==> src/rtl/encoder.sv <==
// rtl/encoder.sv - registered priority encoder, highest set bit of in wins
// Optional multi_hot output is enabled by defining ENCODER_MULTIHOT_FLAG_EN.
module encoder #(
  parameter int IN_W  = 8,
  parameter int OUT_W = $clog2(IN_W)
) (
  input  logic             clk,
  input  logic             en,
  input  logic [IN_W-1:0]  in,
  output logic [OUT_W-1:0] out,
  input  logic             rst_n,
  output logic             valid
`ifdef ENCODER_MULTIHOT_FLAG_EN
  ,
  output logic             multi_hot
`endif
);

  logic [OUT_W-1:0] w_idx;
  logic             w_any;

  // Ascending scan so the last (most significant) set bit overwrites lower ones.
  always_comb begin
    w_idx = '0;
    for (int i = 0; i < IN_W; i++) begin
      if (in[i]) begin
        w_idx = OUT_W'(i);
      end
    end
  end

  assign w_any = |in;

  logic [OUT_W-1:0] r_out;
  logic             r_valid;

  always_ff @(posedge clk) begin
    if (!rst_n) begin
      r_out   <= '0;
      r_valid <= 1'b0;
    end else if (en) begin
      r_out   <= w_idx;
      r_valid <= w_any;
    end
  end

  assign out   = r_out;
  assign valid = r_valid;

`ifdef ENCODER_MULTIHOT_FLAG_EN
  logic w_multi;
  logic r_multi_hot;

  // Clearing the lowest set bit leaves something only if two or more were set.
  assign w_multi = |(in & (in - IN_W'(1)));

  always_ff @(posedge clk) begin
    if (!rst_n) begin
      r_multi_hot <= 1'b0;
    end else if (en) begin
      r_multi_hot <= w_multi;
    end
  end

  assign multi_hot = r_multi_hot;
`endif

endmodule

==> config.mk <==
export PLATFORM = sky130hd
export DESIGN_NAME = encoder
export DESIGN_NICKNAME = d
export VERILOG_FILES = /design/src/rtl/encoder.sv
export SDC_FILE = /design/constraint.sdc
export NUM_CORES = 1
export LEC_CHECK = 0
export ABC_AREA = 0
export CAP_MARGIN = 20
export CORE_AREA = 2 2 39 41
export CTS_CLUSTER_SIZE = 8
export DETAILED_ROUTE_END_ITERATION = 10
export DIE_AREA = 0 0 41 43
export HOLD_SLACK_MARGIN = 0.06
export PLACE_DENSITY = 0.44
export SLEW_MARGIN = 20
export SYNTH_ARGS = -nofsm -noshare
export SYNTH_HDL_FRONTEND = slang
export SYNTH_SLANG_ARGS = --single-unit
==> constraint.sdc <==
create_clock -name clk -period 0.9 [get_ports clk]
set_input_delay 0.18 -clock clk [delete_from_list [all_inputs] [get_ports clk]]
set_output_delay 0.18 -clock clk [all_outputs]
set_load 0.02 [all_outputs]
==> flow_results.xml, run 1 <==
<?xml version="1.0" encoding="UTF-8"?>
<metrics>
  <group name="timing">
    <metric name="timing.slew.headroom" unit="">0.8303</metric>
    <metric name="period_minus_slack" unit="ps">873.0</metric>
    <metric name="final.setup_skew" unit="ps">0</metric>
    <metric name="finalHoldViolations" unit="">0</metric>
    <metric name="fmax" unit="MHz">1145</metric>
    <metric name="layout_setup_ws" unit="ps">27.01</metric>
    <metric name="worst_pin_slew" unit="ps">252.3</metric>
    <metric name="finalSetupViolations" unit="">0</metric>
    <metric name="setup_total_negative_slack" unit="ps">0</metric>
    <metric name="slew_violations" unit="">0</metric>
    <metric name="period_share" unit="">0.9700</metric>
  </group>
  <group name="cts">
    <metric name="cts-htree-levels" unit="">1</metric>
    <metric name="clock_sink_count" unit="">4</metric>
    <metric name="tritoncts.num_buffers" unit="">3</metric>
    <metric name="clockRootBuffer" unit="">sky130_fd_sc_hd__clkbuf_4</metric>
    <metric name="cts_tree" unit="">yes</metric>
    <metric name="clock_path_buffers" unit="">2</metric>
    <metric name="cts_hold_buf" unit="">0</metric>
    <metric name="worstSkewPairLatency" unit="ps">230</metric>
    <metric name="clock_pin_slew_reported_for_the_worst_setup_and_hold_paths_after_clock_tree_synthesis" unit="ps">40</metric>
  </group>
  <group name="global_route">
    <metric name="globalRoute.totalOverflow" unit="">0</metric>
    <metric name="grt_antenna_before_repair" unit="">0</metric>
    <metric name="grt_first_pass_wirelength" unit="microns">772</metric>
    <metric name="global_route.usage.total" unit="">0.07322</metric>
    <metric name="via_count_of_the_first_global_routing_pass" unit="">219</metric>
    <metric name="grt_max_degree" unit="">8</metric>
  </group>
  <group name="layout">
    <metric name="synthToLayoutAreaGrowth" unit="%">112.2</metric>
    <metric name="final_util" unit="">0.2667</metric>
    <metric name="multi_input_comb_area" unit="sq um">88.84</metric>
    <metric name="share_of_final_layout_standard_cells_stronger_than_drive_strength_1" unit="">0.2750</metric>
    <metric name="ff_latch_area" unit="sq um">81.33</metric>
    <metric name="number_of_fill_cells" unit="">159</metric>
    <metric name="nNetsFinal" unit="">53</metric>
    <metric name="antenna_cells_inserted" unit="">0</metric>
  </group>
  <group name="yosys">
    <metric name="synth_top_cell_area_share" unit="">0.4604</metric>
    <metric name="synth_edf_count" unit="">0</metric>
    <metric name="synth.lib_cells_used.distinct" unit="">9</metric>
    <metric name="synthMostInstantiatedCell" unit="">sky130_fd_sc_hd__o21ai_0</metric>
    <metric name="syn_area_per_cell" unit="sq um">8.282</metric>
    <metric name="synth_top_area_cell" unit="">sky130_fd_sc_hd__dfxtp_1</metric>
    <metric name="synth-seq-area-share" unit="">0.4604</metric>
    <metric name="yosys-top-cells-count" unit="">5 x sky130_fd_sc_hd__o21ai_0, 4 x sky130_fd_sc_hd__dfxtp_1, 3 x sky130_fd_sc_hd__a31oi_1, 3 x sky130_fd_sc_hd__nor2_1, 2 x sky130_fd_sc_hd__inv_1</metric>
    <metric name="syn_nets" unit="">32</metric>
    <metric name="post_synthesis_instance_area" unit="sq um">173.9</metric>
    <metric name="synthFlopType" unit="">sky130_fd_sc_hd__dfxtp_1</metric>
    <metric name="synth.ff_latch_count" unit="">4</metric>
    <metric name="netlist_instances" unit="">21</metric>
    <metric name="largest_cells_by_area_after_synthesis" unit="">sky130_fd_sc_hd__dfxtp_1 46%, sky130_fd_sc_hd__o21ai_0 14%, sky130_fd_sc_hd__a31oi_1 11%, sky130_fd_sc_hd__nor2_1 6.5%, sky130_fd_sc_hd__a221o_1 5.8%</metric>
    <metric name="synthArstFlopShare" unit="">0</metric>
    <metric name="synth-warning-count" unit="">0</metric>
  </group>
  <group name="floorplan">
    <metric name="ioPinCount" unit="">15</metric>
    <metric name="initial_standard_cell_utilization_of_the_core" unit="">0.1257</metric>
    <metric name="floorplan.die.width" unit="microns">41</metric>
    <metric name="floorplan.rows" unit="">14</metric>
    <metric name="area_enclosed_by_the_die_boundary" unit="sq um">1763</metric>
    <metric name="die_y" unit="microns">43</metric>
    <metric name="coreArea" unit="sq um">1384</metric>
  </group>
  <group name="worst_setup_path">
    <metric name="timing.reg2reg.worst_path_depth" unit="">2</metric>
    <metric name="rr_endpoint" unit="">valid$_SDFFE_PN0P_</metric>
    <metric name="timing.critical_path.from_type" unit="">flop</metric>
    <metric name="reg2reg_setup_slack" unit="ps">250</metric>
    <metric name="critical_path.max_fanout" unit="">2</metric>
    <metric name="worst_path_dominant_cell_family" unit="">flip-flops</metric>
    <metric name="timing.critical_path.slowest_cell_delay" unit="ps">320</metric>
    <metric name="worstPathArrival" unit="ps">690</metric>
    <metric name="timing_worst_setup_path_type" unit="">flop to output pin</metric>
    <metric name="cp_cell_sequence" unit="">buf_4</metric>
    <metric name="crit_buf_inv" unit="">1</metric>
    <metric name="crit_required" unit="ps">720</metric>
    <metric name="r2r_start" unit="">valid$_SDFFE_PN0P_</metric>
    <metric name="worst_setup_path_end_kind" unit="">output pin</metric>
    <metric name="crit_path_end" unit="">out[1]</metric>
    <metric name="timing.critical_path.from" unit="">out[1]$_SDFFE_PN0P_</metric>
    <metric name="cp_num_cells" unit="">1</metric>
    <metric name="timing.critical_path.slowest_stage_cell" unit="">sky130_fd_sc_hd__dfxtp_1</metric>
  </group>
  <group name="detailed_routing">
    <metric name="detail_route.iter0.violations" unit="">4</metric>
    <metric name="drt_wl_total" unit="microns">491</metric>
    <metric name="number_of_drc_violations_after_detailed_routing" unit="">0</metric>
    <metric name="final_antenna_net_count" unit="">0</metric>
    <metric name="via_per_inst" unit="">4.196</metric>
    <metric name="first_pass_iters" unit="">4</metric>
    <metric name="route.vias.total" unit="">235</metric>
    <metric name="detail_route.wl_per_cell" unit="microns">8.768</metric>
  </group>
  <group name="min_path">
    <metric name="min_path_type" unit="">input pin to flop</metric>
  </group>
  <group name="place">
    <metric name="hpwlAfterDp" unit="microns">404.2</metric>
    <metric name="finalWeightedCongestion" unit="">0.6428</metric>
    <metric name="dpl_worst_slack" unit="ps">-390.8</metric>
    <metric name="io_buffer_count" unit="">14</metric>
  </group>
  <group name="pwr">
    <metric name="vdd_ir_drop_max" unit="mV">0.2799</metric>
    <metric name="p_leak" unit="nW">0.1750</metric>
    <metric name="power.density_cell_area" unit="nW/um^2">1461</metric>
  </group>
  <group name="outcome">
    <metric name="run_status" unit="">finished, final reports clean</metric>
  </group>
  <group name="flow_run">
    <metric name="max_capacitance_violation_count" unit="">0</metric>
  </group>
</metrics>
[through the flow]
step                      power (W)  std cells  hold slack (ps)  area (sq um)
final                     0.0005394         56            289.5         369.1
after CTS                 0.0005460         56            448.2         354.1
after global placement    0.0003301         53            531.6         349.1
after detailed placement  0.0003314         53            525.8         349.1
after floorplan           0.0002414         21            280.2         173.9
after global routing      0.0005740         56            331.1         369.1
[worst register-to-register path, cell delays in order (launching register included)]
cell	delay, ps
sky130_fd_sc_hd__dfxtp_1	300
sky130_fd_sc_hd__o21ai_0	160
sky130_fd_sc_hd__a41oi_1	60
[registers in the layout, indices dropped and copies added, names as in the netlist]
signal  cells
out         3
valid       1
[repair_timing]
action,in CTS,in global routing
setup buffers,0,0
pin swaps,1,1
gates resized for setup,23,7
endpoints found under the setup margin,7,6
[kinds of logic after synthesis]
group	share of synthesized area
DFF	0.4605
AOI/OAI and AO/OA	0.3597
buffers and inverters	0.04318
and+or+nand+nor	0.1367
[routing by layer]
layer  share of wire  GRT usage  wire (microns)
met4           0.055     0.1200              27
met3            0.15    0.02094              76
met1            0.39    0.07372             192
met2            0.40    0.08750             194
met5               0          0               0
[area by class of cell]
cell class	instances	share of cell area
tap	16	0.05424
timing repair buffer	16	0.4034
inverter	2	0.02034
sequential	4	0.2203
clock buffer	3	0.06102
multi-input combinational	15	0.2407
[worst min path at each step]
stage                             start                  end  slack, ps  cells after the start
global placement    out[0]$_SDFFE_PN0P_  out[0]$_SDFFE_PN0P_        530                      2
detailed placement  out[1]$_SDFFE_PN0P_  out[1]$_SDFFE_PN0P_        530                      2
floorplan                            en  out[0]$_SDFFE_PN0P_        280                      1
CTS                               in[1]   valid$_SDFFE_PN0P_        450                      3
global route                         en  out[2]$_SDFFE_PN0P_        330                      2
finish                               en  out[2]$_SDFFE_PN0P_        290                      2
[cell usage in the layout, fill, tap and decap left out]
master                            n
sky130_fd_sc_hd__buf_4            5
sky130_fd_sc_hd__o21ai_0          4
sky130_fd_sc_hd__clkdlybuf4s50_1  4
sky130_fd_sc_hd__dlygate4sd2_1    4
sky130_fd_sc_hd__a31oi_1          3
sky130_fd_sc_hd__clkbuf_4         3
sky130_fd_sc_hd__dfxtp_1          3
sky130_fd_sc_hd__nor2_1           2
sky130_fd_sc_hd__inv_1            2
sky130_fd_sc_hd__dlymetal6s2s_1   2
sky130_fd_sc_hd__nor2_2           1
sky130_fd_sc_hd__nor4_1           1
sky130_fd_sc_hd__a41oi_1          1
sky130_fd_sc_hd__o21ai_1          1
sky130_fd_sc_hd__nand2b_1         1
sky130_fd_sc_hd__a221o_1          1
sky130_fd_sc_hd__dfxtp_2          1
sky130_fd_sc_hd__buf_6            1
[where the power goes]
group | total (W) | internal, W | switching [W]
registers | 0.000199 | 0.000193 | 0.00000661
logic | 0.000121 | 0.0000684 | 0.0000524
clock network | 0.000219 | 0.000149 | 0.0000703
(Power assumes the default switching activity.)
==> run 2, diff against run 1 <==
--- a/config.mk
+++ b/config.mk
@@ -13,6 +13,7 @@
 export DIE_AREA = 0 0 41 43
 export HOLD_SLACK_MARGIN = 0.06
 export PLACE_DENSITY = 0.44
+export RECOVER_POWER = 25
 export SLEW_MARGIN = 20
 export SYNTH_ARGS = -nofsm -noshare
 export SYNTH_HDL_FRONTEND = slang
==> results of run 2 <==
The final DEF is identical to that of run 1; final timing and power are the same.
